[config.mk]
export PLATFORM = sky130hd
export DESIGN_NAME = pc_sequencer
export DESIGN_NICKNAME = d
export VERILOG_FILES = /design/src/rtl/pc_defs.sv /design/src/rtl/pc_incr.sv /design/src/rtl/pc_sequencer.sv
export SDC_FILE = /design/constraint.sdc
export NUM_CORES = 1
export LEC_CHECK = 0
export ABC_AREA = 1
export CAP_MARGIN = 10
export CELL_PAD_IN_SITES_DETAIL_PLACEMENT = 1
export CELL_PAD_IN_SITES_GLOBAL_PLACEMENT = 1
export CORE_ASPECT_RATIO = 0.9
export CORE_MARGIN = 2
export CORE_UTILIZATION = 32
export CTS_BUF_LIST = sky130_fd_sc_hd__clkbuf_8 sky130_fd_sc_hd__clkbuf_16
export DETAILED_ROUTE_END_ITERATION = 8
export PLACE_DENSITY_LB_ADDON = 0.1
export SYNTH_ARGS = -nofsm -noshare
export SYNTH_HDL_FRONTEND = slang
export SYNTH_SLANG_ARGS = --single-unit
[constraint.sdc]
create_clock -name clk -period 4.04 [get_ports clk]
set_input_delay 0.808 -clock clk [delete_from_list [all_inputs] [get_ports clk]]
set_output_delay 0.808 -clock clk [all_outputs]
set_load 0.02 [all_outputs]
[src/rtl/pc_defs.sv]
// Shared definitions for the program-counter sequencer: reset address,
// state encoding, redirect-select codes and target alignment helper.
package pc_defs;

  localparam logic [31:0] PC_RESET_DEFAULT = 32'h0000_3000;

  typedef enum logic {
    SEQ  = 1'b0,
    SLOT = 1'b1
  } state_e;

  typedef enum logic [1:0] {
    SEL_NONE = 2'd0,
    SEL_BR   = 2'd1,
    SEL_J    = 2'd2,
    SEL_JR   = 2'd3
  } sel_e;

  function automatic logic [31:0] align_word(input logic [31:0] addr);
    return {addr[31:2], 2'b00};
  endfunction

endpackage

[src/rtl/pc_incr.sv]
// 32-bit +4 incrementer producing the sequential fetch / link address.
module pc_incr (
  input  logic [31:0] pc_i,
  output logic [31:0] pc_plus4_o
);

  assign pc_plus4_o = pc_i + 32'd4;

endmodule

[src/rtl/pc_sequencer.sv]
// Program counter owner: sequential advance, stall hold, and prioritised
// redirects that take effect after a single delay-slot fetch.
module pc_sequencer
  import pc_defs::*;
#(
  parameter logic [31:0] RESET_PC = PC_RESET_DEFAULT
) (
  input  logic        clk,
  input  logic        reset,
  input  logic        stall,
  input  logic        br_req,
  input  logic [31:0] br_target,
  input  logic        j_req,
  input  logic [31:0] j_target,
  input  logic        jr_req,
  input  logic [31:0] jr_target,
  output logic [31:0] pc,
  output logic [31:0] pc_plus4,
  output logic        slot_pending,
  output logic        addr_err,
  output logic        req_drop
);

  state_e      state_q, state_d;
  sel_e        sel;
  logic [31:0] pc_q, pc_d;
  logic [31:0] target_q, target_d;
  logic [31:0] win_target;
  logic        addr_err_q, addr_err_d;
  logic        req_drop_q, req_drop_d;

  pc_incr u_incr (
    .pc_i      (pc_q),
    .pc_plus4_o(pc_plus4)
  );

  always_comb begin
    sel        = SEL_NONE;
    win_target = '0;
    if (jr_req) begin
      sel        = SEL_JR;
      win_target = jr_target;
    end else if (j_req) begin
      sel        = SEL_J;
      win_target = j_target;
    end else if (br_req) begin
      sel        = SEL_BR;
      win_target = br_target;
    end
  end

  // Pulses default low so a stalled edge clears them.
  always_comb begin
    state_d    = state_q;
    pc_d       = pc_q;
    target_d   = target_q;
    addr_err_d = 1'b0;
    req_drop_d = 1'b0;
    if (!stall) begin
      unique case (state_q)
        SEQ: begin
          pc_d = pc_plus4;
          if (sel != SEL_NONE) begin
            state_d    = SLOT;
            target_d   = align_word(win_target);
            addr_err_d = |win_target[1:0];
          end
        end
        SLOT: begin
          pc_d       = target_q;
          state_d    = SEQ;
          req_drop_d = jr_req | j_req | br_req;
        end
        default: state_d = SEQ;
      endcase
    end
  end

  always_ff @(posedge clk or negedge reset) begin
    if (!reset) begin
      state_q    <= SEQ;
      pc_q       <= RESET_PC;
      target_q   <= '0;
      addr_err_q <= 1'b0;
      req_drop_q <= 1'b0;
    end else begin
      state_q    <= state_d;
      pc_q       <= pc_d;
      target_q   <= target_d;
      addr_err_q <= addr_err_d;
      req_drop_q <= req_drop_d;
    end
  end

  assign pc           = pc_q;
  assign slot_pending = (state_q == SLOT);
  assign addr_err     = addr_err_q;
  assign req_drop     = req_drop_q;

endmodule

; Word level (Yosys, flattened, before mapping)
; Cells that the tools add are included.
; W data, S select, Z words.
[word_totals]
regBits = 65
in_bits = 102
output_inout_bits = 67
wordCells = 27
[classes]
add_sub_neg = 1
mux = 14
bitwise = 4
n_reduce_logical = 3
[ops]
columns = cell, count
row1 = $mux W32, 3
row2 = $pmux W32 S2, 1
row3 = $add A32 B3 Y32 const B, 1
row4 = $mux W1, 7
row5 = $mux W2, 2
row6 = $reduce_and A3 Y1, 1
row7 = $not A1 Y1, 2
row8 = $or A1 B1 Y1, 2
row9 = $pmux W1 S2, 1
row10 = $reduce_bool A2 Y1, 1
row11 = $reduce_or A2 Y1, 1

; Logic depth before layout (Yosys ltp)
[depth]
ltp_word = 7
ltp_mapped = 10
mapped_depth_nobuf = 10

; Modules after synthesis
; A second synthesis with hierarchy kept.
[unflattened]
hier_cells = 725
hier_area_um2 = 4620.7
[by_module_without_submodules]
columns = mod, instances, cells_each, area_per_inst_um2
row1 = pc_sequencer, 1, 548, 3711.1
row2 = pc_incr, 1, 177, 909.6

; Least setup slack after synthesis
; Ideal clock, no wire load.
[synth_path]
kind = flip-flop to output port
start = register pc_q[3], in the netlist pc[3]
end = output pc_plus4[12]
arrival_time_ps = 1565
required_ps = 3232
slack_ps = 1667
path_stages_with_launch = 7
n_path_buf = 0
path_cell_list = dfrtp_1 > ha_1 > nand2_2 > nor2_4 > nand2_4 > nor2_4 > xor2_1
[synth_between]
elab_chain_cells = 1
[synth_lines]
columns = element, line_no
row1 = from (decl), pc_sequencer.sv:26  ; logic [31:0] pc_q, pc_d;
row2 = from (signal assigned), pc_sequencer.sv:88  ; pc_q <= pc_d;
row3 = $add A32 B3 Y32, pc_incr.sv:7  ; assign pc_plus4_o = pc_i + 32'd4;
row4 = to (decl), pc_sequencer.sv:18  ; output logic [31:0] pc_plus4,
; No other way between the ends.

; Worst setup path after layout
[layout_path]
start = register pc_q[3], in the netlist pc[3]
end = output pc_plus4[24]
; The elaborated chain is that of the path after synthesis.

==> summary.txt <==
Critical path
  • CP arrival: 2470 ps
  • CP most frequent cell: nand2_1
  • Slowest-stage cell, CP: clkdlybuf4s50_1
  • R2R depth: 8
  • Critical Path RT: 3230 ps
  • CP max stage delay: 610 ps
  • Stages on worst setup path: 8
  • Delay-heaviest family, CP: simple AND/OR/NAND/NOR gates
  • Startpoint Class: flip-flop
  • Cell Chain, Critical Path: ha_1 > nand2_2 > nor2_4 > nand2_1 > nor2_2 > nand3_1 > nand2_1 > clkdlybuf4s50_1
  • CP endpoint kind: primary output
  • Buffers & Inverters on Critical Path: 1
  • Crit path kind: reg2out
  • Worst Path Max Fanout: 5

Drt
  • DR WL/cell: 16.5 microns
  • Starting DRT DRC Count: 207
  • Total number of vias: 4586
  • Total Wirelength: 15400 microns
  • Vias per inst: 4.90
  • Residual DRC: 0
  • Final ANT Viol Nets: 0
  • TritonRoute pass-1 iters: 4

GRT
  • Gr ovfl total: 0
  • Vias in the first global route: 4987
  • Global-route wire length before repair: 25200 microns
  • Largest net degree at the start of global routing: 40
  • Initial antenna violation count: 0
  • Overall routing resource usage: 0.223

Timing
  • Final Setup Violations: 0
  • Rel. slew slack: 0.417
  • Clock skew: 11.7 ps
  • Fin crit period: 3280 ps
  • Worst slew pin tran: 873 ps
  • RSZ-0062 raised after global routing: no
  • Total negative slack: 0 ps
  • Fmax achieved: 0.305 GHz
  • Final Max Slew Viols: 0
  • Final worst path period share: 0.813
  • Hold Vio Cnt, Final: 0

Layout
  • Most frequent cells in the layout: nand2_1 (214), clkdlybuf4s50_1 (163), inv_1 (72)
  • Inserted Diodes: 0
  • Nets: 869
  • Share of cells above drive strength 1: 0.0752
  • Post-route cell area: 6250 sq um
  • Area growth, synth to finish: 48.1%
  • Most common cell after layout, fill and taps aside: nand2_1

Logic synthesis
  • Cells after Synth: 611
  • Sequential area share after synthesis: 0.374
  • Area leader, netlist: dfrtp_1
  • Yosys top cell area share: 0.362
  • Mapped Avg Cell Area: 6.91 sq um
  • Area of the mapped netlist: 4220 sq um
  • Post-synth EDFFs: 0
  • Dominant synthesized flop cell: dfrtp_1
  • YS warnings: 0
  • Yosys cell types: 31
  • Top cells by area, synth: dfrtp_1 (36%), nand2_1 (19%), inv_1 (6.2%)
  • Register bit total from synthesis: 63
  • Async SR Flop Fraction: 1.00

Clocking
  • Post_cts resized: 0
  • Clock Latency Late Sink: 330 ps
  • Post-CTS Setup Inserts: 0
  • Sink Count: 63
  • TritonCTS clock tree: yes
  • CTS hold repair buffers: 0
  • CTS Buf Count: 9
  • Root Buffer: clkbuf_16
  • Clk buf depth: 2
  • Clock H-tree levels: 3
  • Clock-pin slew on the worst setup and hold paths: 50 ps

Pwr
  • Sequential power share: 0.327
  • Net switching power: 0.00125 W
  • Gate power share: 0.443
  • Maximum VDD drop: 0.196 mV
  • Lkg Pwr: 2.75 nW
  • Clk pwr share: 0.231
  • Power Dens Cells: 500 nW/um^2
  • P_int: 0.00187 W
  • Net Sw Frac: 0.401

Status
  • Status: finished, final reports clean

Flow run
  • Max-cap viol count: 0

Floorplan
  • Die Span X: 125 microns
  • Initial core utilization: 0.330
  • Die height: 113 microns
  • Core area: 12800 sq um
  • Row cnt: 39
  • # IOs: 169
  • Die area: 14100 sq um

Placement
  • Routability cong.: 0.838
  • Port bufs: 164
  • Placed inst area: 5970 sq um
  • HPWL Detailed: 12300 microns

Worst hold path
  • Hold Crit Depth: 2
  • Worst Hold Class: reg2reg
[through the flow]
stage | power (W) | utilization | cells | hold slack (ps) | setup WS, ps
after floorplan | 0.00169 | - | 614 | 454 | 1670
after global placement | 0.00238 | 0.467 | 919 | 473 | 1100
after detailed placement | 0.00242 | 0.467 | 919 | 480 | 1010
after CTS | 0.00315 | 0.489 | 935 | 493 | 754
after global routing | 0.00331 | 0.489 | 935 | 527 | 667
final | 0.00312 | 0.489 | 935 | 487 | 757
[path summary, 6_finish.rpt]
check / start / slack, ps / end
min: target_q[6] / 490 / target_q[6]
max: pc[3] / 760 / pc_plus4[24]
min in group asynchronous: reset / 590 / pc[20]
min reg2reg: target_q[6] / 490 / target_q[6]
max in group asynchronous: reset / 2570 / pc[9]
max reg2reg: slot_pending / 2180 / target_q[12]
[kinds of logic (layout without fill, tap and decap cells)]
kind of cell / Yosys count / after routing / synth area share
buffers and inverters: 105 / 262 / 0.105
and+or+nand+nor: 305 / 305 / 0.314
DFF: 63 / 63 / 0.374
xor gates and xnor gates: 14 / 14 / 0.0397
AOI/OAI and AO/OA: 122 / 122 / 0.163
other: 1 / 4 / 0.000889
adders and majority gates: 1 / 1 / 0.00297
[power groups by stage]
stage                     clock [W]  combinational [W]  sequential [W]
after floorplan                   0           0.000606         0.00108
after global placement            0            0.00136         0.00102
after detailed placement          0            0.00139         0.00103
after CTS                  0.000731            0.00140         0.00102
after global routing       0.000753            0.00151         0.00105
final                      0.000720            0.00138         0.00102
[state kept, by name (all words and copies together), names as in the netlist]
| name | cells |
|---|---|
| slot_pending | 1 |
| req_drop | 1 |
| target_q | 30 |
| addr_err | 1 |
| pc | 30 |
[layer usage]
metal,vias to the layer above,GRT usage,share of wire
met5,-,0,0
met4,0,0.0704,0.020
met3,25,0.0615,0.073
met2,148,0.376,0.48
met1,2169,0.279,0.43
li1,2244,-,-
[synthesized netlist by cell type, types with 4 or more instances]
| master | number |
|---|---|
| dfrtp_1 | 61 |
| nor2_4 | 11 |
| o21ai_0 | 50 |
| buf_2 | 10 |
| o21ai_1 | 10 |
| and2_1 | 5 |
| nand2_2 | 5 |
| xor2_2 | 6 |
| buf_4 | 4 |
| o211ai_1 | 16 |
| nand2_1 | 214 |
| o21bai_1 | 4 |
| xor2_1 | 7 |
| a21oi_1 | 30 |
| inv_1 | 70 |
| o22ai_1 | 8 |
| nand3_1 | 34 |
| nor2_1 | 29 |
| clkbuf_1 | 15 |
[cell type report]
type | count | area [sq um]
clock buffer | 11 | 253
clock inverter | 5 | 25.0
fill | 1613 | 6540
inverter | 73 | 274
multi-input combinational | 446 | 2210
sequential | 63 | 1580
tap | 164 | 205
timing repair buffer | 173 | 1700
[worst reg2reg max path, cell delays in order, from the launching register on]
cell	delay, ps
dfrtp_1	380
buf_4	210
nor2_4	140
inv_2	110
nor2_4	110
buf_4	280
inv_2	260
nand2_1	150
o21ai_1	80
No activity file was read; power rests on OpenSTA's default activity.
